$ cat src/rtl/ucore_port_responder.sv
// Four-phase request/acknowledge responder with wait states and a small register file.
// Define UCORE_RESP_ERR_EN to flag out-of-range accesses on rsp_err.
module ucore_port_responder #(
  parameter int ADDR_W      = 4,
  parameter int DATA_W      = 8,
  parameter int DEPTH       = 12,
  parameter int WAIT_CYCLES = 2
) (
  input  logic              clk,
  input  logic              areset,
  input  logic              req_valid,
  input  logic              req_write,
  input  logic [ADDR_W-1:0] req_addr,
  input  logic [DATA_W-1:0] req_wdata,
  output logic              rsp_ack,
  output logic [DATA_W-1:0] rsp_rdata,
  output logic              rsp_err,
  output logic [15:0]       txn_count
);

  typedef enum logic [1:0] {
    S_IDLE,
    S_WAIT,
    S_ACK,
    S_RELEASE
  } state_t;

  localparam logic [3:0] WAIT_INIT = 4'(WAIT_CYCLES);

  state_t state_q, state_d;

  logic [3:0]        cnt_q;
  logic              cap_write;
  logic [ADDR_W-1:0] cap_addr;
  logic [DATA_W-1:0] cap_wdata;
  logic [DATA_W-1:0] mem [DEPTH];
  logic [DATA_W-1:0] rd_word;
  logic              ack_q;
  logic [DATA_W-1:0] rdata_q;
  logic [15:0]       txn_q;
  logic              capture;
  logic              ack_entry;
  logic              ack_exit;

  assign capture   = (state_q == S_IDLE) && req_valid;
  assign ack_entry = (state_q == S_WAIT) && (cnt_q == 4'd0);
  assign ack_exit  = (state_q == S_ACK) && !req_valid;

  always_comb begin
    state_d = state_q;
    unique case (state_q)
      S_IDLE:    if (req_valid) state_d = S_WAIT;
      S_WAIT:    if (cnt_q == 4'd0) state_d = S_ACK;
      S_ACK:     if (!req_valid) state_d = S_RELEASE;
      S_RELEASE: state_d = S_IDLE;
      default:   state_d = S_IDLE;
    endcase
  end

  always_ff @(posedge clk or posedge areset) begin
    if (areset) state_q <= S_IDLE;
    else        state_q <= state_d;
  end

  // Entries beyond DEPTH do not exist, so out-of-range reads fall through to 0.
  always_comb begin
    rd_word = '0;
    for (int i = 0; i < DEPTH; i++) begin
      if (cap_addr == ADDR_W'(i)) rd_word = mem[i];
    end
  end

  always_ff @(posedge clk or posedge areset) begin
    if (areset) begin
      cnt_q     <= '0;
      cap_write <= 1'b0;
      cap_addr  <= '0;
      cap_wdata <= '0;
    end else if (capture) begin
      cnt_q     <= WAIT_INIT;
      cap_write <= req_write;
      cap_addr  <= req_addr;
      cap_wdata <= req_wdata;
    end else if (state_q == S_WAIT && cnt_q != 4'd0) begin
      cnt_q <= cnt_q - 4'd1;
    end
  end

  always_ff @(posedge clk or posedge areset) begin
    if (areset) begin
      for (int i = 0; i < DEPTH; i++) mem[i] <= '0;
    end else if (ack_entry && cap_write) begin
      for (int i = 0; i < DEPTH; i++) begin
        if (cap_addr == ADDR_W'(i)) mem[i] <= cap_wdata;
      end
    end
  end

  always_ff @(posedge clk or posedge areset) begin
    if (areset) begin
      ack_q   <= 1'b0;
      rdata_q <= '0;
      txn_q   <= '0;
    end else begin
      if (ack_entry) begin
        ack_q <= 1'b1;
        if (!cap_write) rdata_q <= rd_word;
      end
      if (ack_exit) begin
        ack_q <= 1'b0;
        txn_q <= txn_q + 16'd1;
      end
    end
  end

`ifdef UCORE_RESP_ERR_EN
  logic in_range;
  logic err_q;

  assign in_range = {1'b0, cap_addr} < (ADDR_W+1)'(DEPTH);

  always_ff @(posedge clk or posedge areset) begin
    if (areset) begin
      err_q <= 1'b0;
    end else if (ack_entry) begin
      err_q <= !in_range;
    end else if (ack_exit) begin
      err_q <= 1'b0;
    end
  end

  assign rsp_err = err_q;
`else
  assign rsp_err = 1'b0;
`endif

  assign rsp_ack   = ack_q;
  assign rsp_rdata = rdata_q;
  assign txn_count = txn_q;

endmodule
$ cat config.mk
export PLATFORM = sky130hd
export DESIGN_NAME = ucore_port_responder
export DESIGN_NICKNAME = d
export VERILOG_FILES = /design/src/rtl/ucore_port_responder.sv
export SDC_FILE = /design/constraint.sdc
export NUM_CORES = 1
export LEC_CHECK = 0
export BUFFER_PORTS_ARGS = -buffer_cell sky130_fd_sc_hd__buf_4
export CAP_MARGIN = 10
export CORE_ASPECT_RATIO = 0.8
export CORE_MARGIN = 3
export CORE_UTILIZATION = 54
export CTS_CLUSTER_SIZE = 30
export DETAILED_ROUTE_END_ITERATION = 7
export HOLD_SLACK_MARGIN = 0.03
export PLACE_DENSITY = 0.72
export SYNTH_ARGS = -nofsm -noshare
export SYNTH_HDL_FRONTEND = slang
export SYNTH_SLANG_ARGS = --single-unit
$ cat constraint.sdc
create_clock -name clk -period 5.1 [get_ports clk]
set_clock_uncertainty 0.2 [all_clocks]
set_input_delay 0.255 -clock clk [delete_from_list [all_inputs] [get_ports clk]]
set_output_delay 0.255 -clock clk [all_outputs]
set_load 0.005 [all_outputs]
==> results.py, run 1 <==
metrics = {
    "run_status": {
        "outcome": "finished clean",
    },
    "clock_tree": {
        "cts_resized": 0,
        "cts.reportedPaths.clkPinSlew_ps": 60,
        "clock-sinks": 140,
        "htreeDepth": 4,
        "ctsHoldBuffers": 15,
        "cts_buffers": 17,
        "postCtsSetupBuffers": 0,
        "cts_tree": "done",
        "worst_skew_pair.late_latency_ps": 410,
        "clockBufferDepth": 2,
        "cts-root-buf": "clkbuf_16",
    },
    "critical_path": {
        "worstPathArrival_ps": 2870,
        "path_max_fanout": 37,
        "startpoint_type": "flop",
        "crit_start": "cap_addr[0]",
        "cp-end-kind": "flop",
        "worstSetupPathType": "flop to flop",
        "reg2reg_from": "cap_addr[0]",
        "r2r_slack_ps": 2270,
        "worstRegToRegCells": 6,
        "cp.required_ps": 5140,
        "worstReg2RegEnd": "rsp_rdata[4]",
    },
    "final_layout": {
        "nNetsFinal": 598,
        "antenna_cells": 0,
        "final_cell_area_um2": 7780,
        "drive_above_1_share_pct": 37.1,
        "instances_no_fill": 735,
        "syn_to_final_growth_pct": 16.7,
    },
    "placement": {
        "hpwlAfterDp_um": 9590,
        "dpl.cell_count": 690,
        "port_buffers": 40,
        "placed_area_um2": 7030,
        "place.gp.congestion": 0.869,
    },
    "power": {
        "irDropWorstVdd_uv": 395,
        "power_density_nw_per_um2": 554,
        "leakage_nw": 3.69,
    },
    "min_path": {
        "hold_class": "flop to flop",
        "min_delay_path_depth": 2,
        "hold-path-endpoint": "rsp_rdata[7]",
        "min_from": "rsp_rdata[7]",
    },
    "synthesis": {
        "postSynthAreaPerCell_um2": 12.6,
        "synth_warnings": 0,
        "ys_seq_elements": 140,
        "ys_types": 59,
        "synth_flop_cell": "dfrtp_1",
        "synthArstFlopShare_pct": 100,
        "synth_edf_count": 0,
        "synth-seq-area-share_pct": 52.5,
        "postSynthNetCount": 552,
        "syn_inst": 530,
        "synth_area_um2": 6670,
    },
    "detailed_routing": {
        "drt_iter0_markers": 391,
        "via_per_inst": 6.02,
        "wl_um": 14900,
        "num_vias": 4426,
        "drtPass1Iterations": 5,
        "ant_nets": 0,
        "avgRoutedWirePerCell_um": 20.2,
        "drc": 0,
    },
    "sta": {
        "rsz0062_at_grt": "false",
        "tns_ps": 0,
        "fin_crit_ps": 2830,
        "max_freq_ghz": 0.353,
        "worstMarginPinSlew_ps": 824,
        "hold_viol": 0,
        "drv_slew": 0,
        "post-route-period-util_pct": 55.5,
        "max-slew-margin-rel_pct": 45.0,
        "setup_viol": 0,
    },
    "floorplanning": {
        "die_y_um": 105,
        "core_area_um2": 11800,
        "dieArea_um2": 13700,
        "io_pins": 42,
        "start_util_pct": 56.6,
        "die_w_um": 130,
        "rows": 35,
    },
    "global_routing": {
        "grt_pass1_wl_um": 24500,
        "grt_pass1_vias": 4454,
        "grt_max_degree": 79,
        "antenna_found_initial": 0,
        "gr-total-overflow": 0,
        "grt.total_usage_pct": 23.3,
    },
    "job": {
        "max_cap_violations": 0,
    },
}
-- cell usage after synthesis, types with 6 or more instances --
| cell type | number | area [um^2] |
|---|---|---|
| a21oi_1 | 18 | 90.1 |
| a22o_1 | 6 | 52.6 |
| buf_2 | 15 | 75.1 |
| clkbuf_1 | 12 | 45.0 |
| dfrtp_1 | 140 | 3500 |
| ha_1 | 6 | 75.1 |
| inv_1 | 9 | 33.8 |
| mux2_2 | 113 | 1270 |
| mux2i_1 | 13 | 130 |
| mux4_2 | 8 | 180 |
| nand2_1 | 30 | 113 |
| nand2_2 | 7 | 43.8 |
| nand2b_1 | 7 | 43.8 |
| nand3_1 | 6 | 30.0 |
| nor2_1 | 17 | 63.8 |
| nor2b_1 | 7 | 43.8 |
| nor3_1 | 9 | 45.0 |
| o21ai_0 | 23 | 115 |
| xnor2_1 | 14 | 123 |
-- metrics by stage --
| stage | hold WS, ps | utilization, % | power, mW | worst slack [ps] |
|---|---|---|---|---|
| 2_1_floorplan | 137 | - | 2.66 | 892 |
| 3_3_place_gp | 226 | 59.7 | 2.98 | 2460 |
| 3_5_place_dp | 222 | 59.7 | 3.04 | 2340 |
| 4_1_cts | 287 | 66.1 | 4.32 | 2290 |
| 5_1_grt | 299 | 66.1 | 4.56 | 2090 |
| 6_report | 285 | 66.1 | 4.31 | 2270 |
-- sequential cells by signal (all words and copies together), names as in the netlist --
| name | cells |
|---|---|
| cap_wdata | 8 |
| state_q | 2 |
| cap_write | 1 |
| rsp_ack | 1 |
| mem | 96 |
| txn_count | 16 |
| cap_addr | 4 |
| rsp_rdata | 8 |
| cnt_q | 4 |
-- layer usage --
| metal | up-vias | global-route usage [%] | part of all wire [%] |
|---|---|---|---|
| met5 | - | 0 | 0 |
| met4 | 0 | 5.04 | 0.95 |
| met3 | 15 | 6.23 | 5.1 |
| met2 | 141 | 33.7 | 46 |
| met1 | 2267 | 35.3 | 48 |
| li1 | 2003 | - | - |
-- worst max path at each step --
stage / slack, ps / to
floorplan: 890 / cap_addr[0]
global placement: 2460 / rsp_rdata[4]
detailed placement: 2340 / rsp_rdata[4]
CTS: 2290 / rsp_rdata[4]
global route: 2090 / rsp_rdata[4]
finish: 2270 / rsp_rdata[4]
-- cell usage in the layout, fill, tap and decap left out, types with 4 or more instances in the layout --
cell type / instances
nand2_2: 7
buf_4: 44
a22o_1: 6
nor3b_1: 4
nand3b_1: 4
dlygate4sd3_1: 15
mux2_2: 113
ha_1: 6
xnor2_1: 14
nor2b_1: 7
o21ai_0: 23
xor2_1: 4
a31oi_1: 4
inv_1: 8
nand3_1: 6
dfrtp_1: 139
o211ai_1: 4
nor2_1: 17
a21oi_1: 18
mux2i_1: 13
nand2_1: 30
clkbuf_16: 17
mux4_2: 8
nor3_1: 9
and3_1: 4
nand2b_1: 7
-- report_power, final --
group,internal [mW],switching (mW)
logic,0.605,0.590
registers,1.43,0.426
clock network,0.803,0.457
-- cells by family (layout without fill, tap and decap cells) --
family          count (synthesis)  count (layout)  share of synthesized area, %
flops                         140             140                          52.5
mux                           134             134                          23.7
simple gates                  112             112                          9.56
compound gates                 78              78                          7.67
buf+inv                        41              98                          2.98
xor+xnor                       18              18                          2.36
fa+ha+maj                       6               6                          1.13
other cells                     1               1                        0.0562
-- area by class of cell --
class | instances | area [um^2]
fillers | 878 | 4000
flip-flops and latches | 140 | 3500
multi-input cells | 349 | 2970
repair buffers | 59 | 480
clock buffers | 20 | 467
well taps | 148 | 185
clock inverters | 10 | 140
inverters | 9 | 38.8
-- critical path, stage by stage (launching register included) --
cell	delay (ps)
dfrtp_2	750
buf_4	490
mux4_2	370
mux2i_1	210
nor2_1	80
a2111oi_0	420
a311oi_1	110
Power figures use the tool's default switching activity.
==> run 2, diff against run 1 <==
--- a/config.mk
+++ b/config.mk
@@ -13,7 +13,7 @@
 export CTS_CLUSTER_SIZE = 30
 export DETAILED_ROUTE_END_ITERATION = 7
 export HOLD_SLACK_MARGIN = 0.03
-export PLACE_DENSITY = 0.72
+export PLACE_DENSITY = 0.75
 export SYNTH_ARGS = -nofsm -noshare
 export SYNTH_HDL_FRONTEND = slang
 export SYNTH_SLANG_ARGS = --single-unit
==> constraint.sdc (replaced) <==
create_clock -name clk -period 2.6 [get_ports clk]
set_clock_uncertainty 0.2 [all_clocks]
set_input_delay 0.13 -clock clk [delete_from_list [all_inputs] [get_ports clk]]
set_output_delay 0.13 -clock clk [all_outputs]
set_load 0.005 [all_outputs]
==> results.py, run 2 (synthesis results as in run 1) <==
metrics = {
    "clock_tree": {
        "cts-root-buf": "clkbuf_16",
        "cts_buffers": 17,
        "worst_skew_pair.late_latency_ps": 420,
        "clock-sinks": 140,
        "clockBufferDepth": 2,
        "htreeDepth": 4,
        "cts_tree": "done",
        "cts_resized": 0,
        "ctsHoldBuffers": 16,
        "cts.reportedPaths.clkPinSlew_ps": 60,
        "postCtsSetupBuffers": 0,
    },
    "critical_path": {
        "worstPathArrival_ps": 2470,
        "startpoint_type": "flop",
        "path_max_fanout": 7,
        "worstSetupPathType": "flop to flop",
        "cp-end-kind": "flop",
        "cp.required_ps": 2710,
    },
    "sta": {
        "setup_viol": 0,
        "max-slew-margin-rel_pct": 56.9,
        "post-route-period-util_pct": 90.7,
        "rsz0062_at_grt": "false",
        "drv_slew": 0,
        "max_freq_ghz": 0.424,
        "tns_ps": 0,
        "hold_viol": 0,
        "worstMarginPinSlew_ps": 647,
        "fin_crit_ps": 2360,
    },
    "min_path": {
        "hold_class": "input pin to flop",
    },
    "power": {
        "power_switching_share_pct": 35.1,
        "p_int_mw": 5.63,
        "irDropWorstVdd_uv": 909,
        "p_seq_share_pct": 41.2,
        "switching_power_mw": 3.04,
        "power_density_nw_per_um2": 1100,
        "pwr-share-clk_pct": 29.3,
        "total_power_mw": 8.67,
        "leakage_nw": 3.75,
        "comb_power_share_pct": 29.4,
    },
    "final_layout": {
        "layout_commonest_cell": "dfrtp_1",
        "drive_above_1_share_pct": 38.3,
        "nNetsFinal": 609,
        "largest_register_ffs": 96,
        "syn_to_final_growth_pct": 18.6,
        "antenna_cells": 0,
        "final_cell_mix": "139 x dfrtp_1, 113 x mux2_2, 51 x buf_4, 30 x nand2_1, 23 x o21ai_0",
        "instances_no_fill": 748,
        "top_register": "mem",
    },
    "floorplanning": {
        "core_area_um2": 11800,
        "dieArea_um2": 13700,
        "io_pins": 42,
        "start_util_pct": 56.6,
        "die_y_um": 105,
        "rows": 35,
        "die_w_um": 130,
    },
    "detailed_routing": {
        "via_per_inst": 5.92,
        "ant_nets": 0,
        "drc": 0,
        "drt_iter0_markers": 374,
        "num_vias": 4425,
        "avgRoutedWirePerCell_um": 20.2,
        "drtPass1Iterations": 5,
        "wl_um": 15100,
    },
    "global_routing": {
        "grt_pass1_wl_um": 24700,
        "gr-total-overflow": 0,
        "grt.total_usage_pct": 23.4,
        "antenna_found_initial": 1,
        "grt_pass1_vias": 4584,
        "grt_max_degree": 52,
    },
    "placement": {
        "dpl.cell_count": 700,
        "place.gp.congestion": 0.868,
        "port_buffers": 40,
        "hpwlAfterDp_um": 9770,
    },
    "run_status": {
        "outcome": "finished clean",
    },
    "job": {
        "max_cap_violations": 0,
    },
}
run 2: cell count changes in the layout (fill, tap and decap cells not counted), sizes merged:
| cell | before | now |
|---|---|---|
| buf | 44 | 54 |
| clkinv | 3 | 2 |
| clkbuf | 20 | 17 |
| inv | 10 | 14 |
| clkinvlp | 3 | 5 |
| dlygate4sd3 | 15 | 16 |
run 2: stage by stage:
step	cell area, um^2	worst slack, ps	utilization [%]	hold WS [ps]
floorplan	6680	521	-	12.4
global placement	7140	317	60.6	-97.5
detailed placement	7140	272	60.6	-87.8
CTS	7910	233	67.2	267
global route	7910	13.1	67.2	287
finish	7910	242	67.2	274
run 2: final cells by class:
| cell class | instances | area, um^2 |
|---|---|---|
| multi-input cells | 349 | 2970 |
| flip-flops and latches | 140 | 3500 |
| inverters | 9 | 37.5 |
| clock buffers | 17 | 425 |
| repair buffers | 70 | 603 |
| clock inverters | 15 | 186 |
| fillers | 827 | 3870 |
| well taps | 148 | 185 |
run 2: path summary, 6_finish.rpt:
check / slack (ps) / to / cells past startpoint / from
worst max-delay path: 240 / state_q[1] / 7 / cnt_q[0]
worst min-delay path: 270 / cap_wdata[6] / 3 / req_wdata[6]
worst max register to register: 240 / state_q[1] / 7 / cnt_q[0]
worst min register to register: 280 / txn_count[15] / 1 / txn_count[15]
max in group asynchronous: 680 / cap_addr[0] / 5 / areset
min in group asynchronous: 620 / mem[37] / 4 / areset
run 2: power by group through the flow:
stage	combinational (mW)	sequential (mW)	clock [mW]
global route	2.80	3.67	2.66
finish	2.55	3.57	2.54
CTS	2.55	3.56	2.56
floorplan	2.07	3.16	0
detailed placement	2.50	3.59	0
global placement	2.42	3.54	0
run 2: worst max-delay path, stage by stage, from the launching register on:
cell	delay [ps]
dfrtp_1	380
inv_1	110
ha_1	200
inv_1	90
o31ai_4	370
a21boi_0	300
a21boi_0	240
mux2_2	360
run 2: layer usage:
layer  global-route usage (%)  vias to the layer above  wire [um]
li1                         -                     2012          -
met1                     34.2                     2250       7010
met4                     7.20                        2        281
met2                     34.4                      133       6920
met3                     5.93                       28        851
met5                        0                        -         13
==> run 3, diff against run 2 <==
--- a/config.mk
+++ b/config.mk
@@ -13,7 +13,7 @@
 export CTS_CLUSTER_SIZE = 30
 export DETAILED_ROUTE_END_ITERATION = 7
 export HOLD_SLACK_MARGIN = 0.03
-export PLACE_DENSITY = 0.75
+export PLACE_DENSITY = 0.72
 export SYNTH_ARGS = -nofsm -noshare
 export SYNTH_HDL_FRONTEND = slang
 export SYNTH_SLANG_ARGS = --single-unit
==> constraint.sdc (replaced) <==
create_clock -name clk -period 2.51 [get_ports clk]
set_clock_uncertainty 0.2 [all_clocks]
set_input_delay 0.502 -clock clk [delete_from_list [all_inputs] [get_ports clk]]
set_output_delay 0.502 -clock clk [all_outputs]
set_load 0.1 [all_outputs]
==> results.py, run 3 (synthesis results as in run 1) <==
metrics = {
    "run_status": {
        "outcome": "finished clean",
    },
    "critical_path": {
        "worstReg2RegEnd": "state_q[1]",
        "worstSetupPathType": "flop to flop",
        "crit_path_end": "state_q[1]",
        "reg2reg_from": "cnt_q[0]",
        "worstRegToRegCells": 7,
        "cp-end-kind": "flop",
        "cp.required_ps": 2610,
        "r2r_slack_ps": 140,
        "path_max_fanout": 7,
        "worstPathArrival_ps": 2480,
        "crit_start": "cnt_q[0]",
        "startpoint_type": "flop",
    },
    "floorplanning": {
        "start_util_pct": 56.6,
        "die_w_um": 130,
        "io_pins": 42,
        "die_y_um": 105,
        "dieArea_um2": 13700,
        "rows": 35,
        "core_area_um2": 11800,
    },
    "detailed_routing": {
        "num_vias": 4376,
        "drc": 0,
        "wl_um": 14400,
        "ant_nets": 0,
        "avgRoutedWirePerCell_um": 19.7,
        "drtPass1Iterations": 5,
        "via_per_inst": 5.98,
        "drt_iter0_markers": 344,
    },
    "sta": {
        "worstMarginPinSlew_ps": 740,
        "tns_ps": 0,
        "max_freq_ghz": 0.421,
        "fin_crit_ps": 2370,
        "rsz0062_at_grt": "false",
        "max-slew-margin-rel_pct": 50.7,
        "hold_ws_ps": 83.0,
        "setup_viol": 0,
        "setup_slack_ps": 136,
        "post-route-period-util_pct": 94.6,
        "hold_viol": 0,
        "drv_slew": 0,
    },
    "final_layout": {
        "drive_above_1_share_pct": 39.0,
        "nNetsFinal": 593,
        "final_cell_mix": "139 x dfrtp_1, 113 x mux2_2, 51 x buf_4, 30 x nand2_1, 23 x o21ai_0",
        "syn_to_final_growth_pct": 15.0,
        "fill_cells": 890,
        "largest_register_ffs": 96,
        "layout_commonest_cell": "dfrtp_1",
        "multi_input_area_um2": 2970,
        "seqCellArea_um2": 3500,
        "top_register": "mem",
        "antenna_cells": 0,
    },
    "global_routing": {
        "grt_max_degree": 141,
        "antenna_found_initial": 0,
        "grt.total_usage_pct": 22.5,
        "grt_pass1_vias": 4479,
        "grt_pass1_wl_um": 23600,
        "gr-total-overflow": 0,
    },
    "power": {
        "irDropWorstVdd_uv": 771,
        "power_density_nw_per_um2": 1210,
        "leakage_nw": 3.65,
    },
    "job": {
        "max_cap_violations": 0,
    },
    "placement": {
        "place.gp.congestion": 0.876,
        "place_ws_ps": 168,
        "port_buffers": 40,
        "hpwlAfterDp_um": 9280,
    },
    "clock_tree": {
        "cts_buffers": 17,
        "ctsHoldBuffers": 0,
        "cts.reportedPaths.clkPinSlew_ps": 60,
        "htreeDepth": 4,
        "clock-sinks": 140,
        "postCtsSetupBuffers": 0,
        "worst_skew_pair.late_latency_ps": 420,
        "cts-root-buf": "clkbuf_16",
        "cts_tree": "done",
        "clockBufferDepth": 2,
        "cts_resized": 0,
    },
    "min_path": {
        "hold_class": "input pin to async pin",
    },
}
## run 3: cell count changes in the layout (fill, tap and decap cells not counted)
| cell | previous run | this run |
|---|---|---|
| clkbuf_1 | 0 | 2 |
| clkbuf_8 | 0 | 2 |
| bufinv_16 | 3 | 0 |
| clkinv_2 | 1 | 5 |
| dlygate4sd3_1 | 16 | 0 |
| clkinvlp_4 | 5 | 6 |
| inv_6 | 6 | 0 |
## run 3: worst min path at each step
stage,from,cells after the start,end
floorplan,mem[34],1,mem[34]
global placement,txn_count[15],1,txn_count[15]
detailed placement,txn_count[15],1,txn_count[15]
CTS,req_wdata[3],2,cap_wdata[3]
global route,req_wdata[1],2,cap_wdata[1]
finish,areset,3,mem[9]
## run 3: area by class of cell
cell class                      instances  area share, %
Tap cell                              148           2.41
Timing Repair Buffer                   54           5.77
Inverter                                9          0.489
Sequential cell                       140           45.7
Clock buffer                           21           6.00
Clock inverter                         11          0.930
Multi-Input combinational cell        349           38.7
## run 3: power by group
group	total (mW)	leakage [nW]	internal (mW)	switching [mW]
Combinational	3.35	1.50	1.35	2.00
Clock	2.26	0.251	1.30	0.954
Sequential	3.68	1.90	2.91	0.767
Total	9.28	3.65	5.56	3.72
## run 3: critical path: stages, from the launching register on
cell,delay [ps]
dfrtp_1,370
inv_1,80
ha_1,180
inv_1,90
o31ai_4,380
a21boi_0,290
a21boi_0,300
mux2_2,370
## run 3: metal layers
metal	share of wire [%]	routed length, um	track usage, %	up-vias
li1	-	-	-	1987
met1	49	7010	33.0	2274
met2	46	6660	33.2	98
met3	4.2	611	5.88	17
met4	0.96	138	6.31	0
met5	0	0	0	-
## run 3: per-stage QoR
| step | instances | cell area, um^2 | power [mW] | util [%] |
|---|---|---|---|---|
| after floorplan | 530 | 6680 | 6.09 | - |
| after global placement | 700 | 7140 | 6.90 | 60.6 |
| after detailed placement | 700 | 7140 | 7.03 | 60.6 |
| after CTS | 732 | 7670 | 9.30 | 65.1 |
| after global routing | 732 | 7670 | 9.78 | 65.1 |
| final | 732 | 7670 | 9.28 | 65.1 |
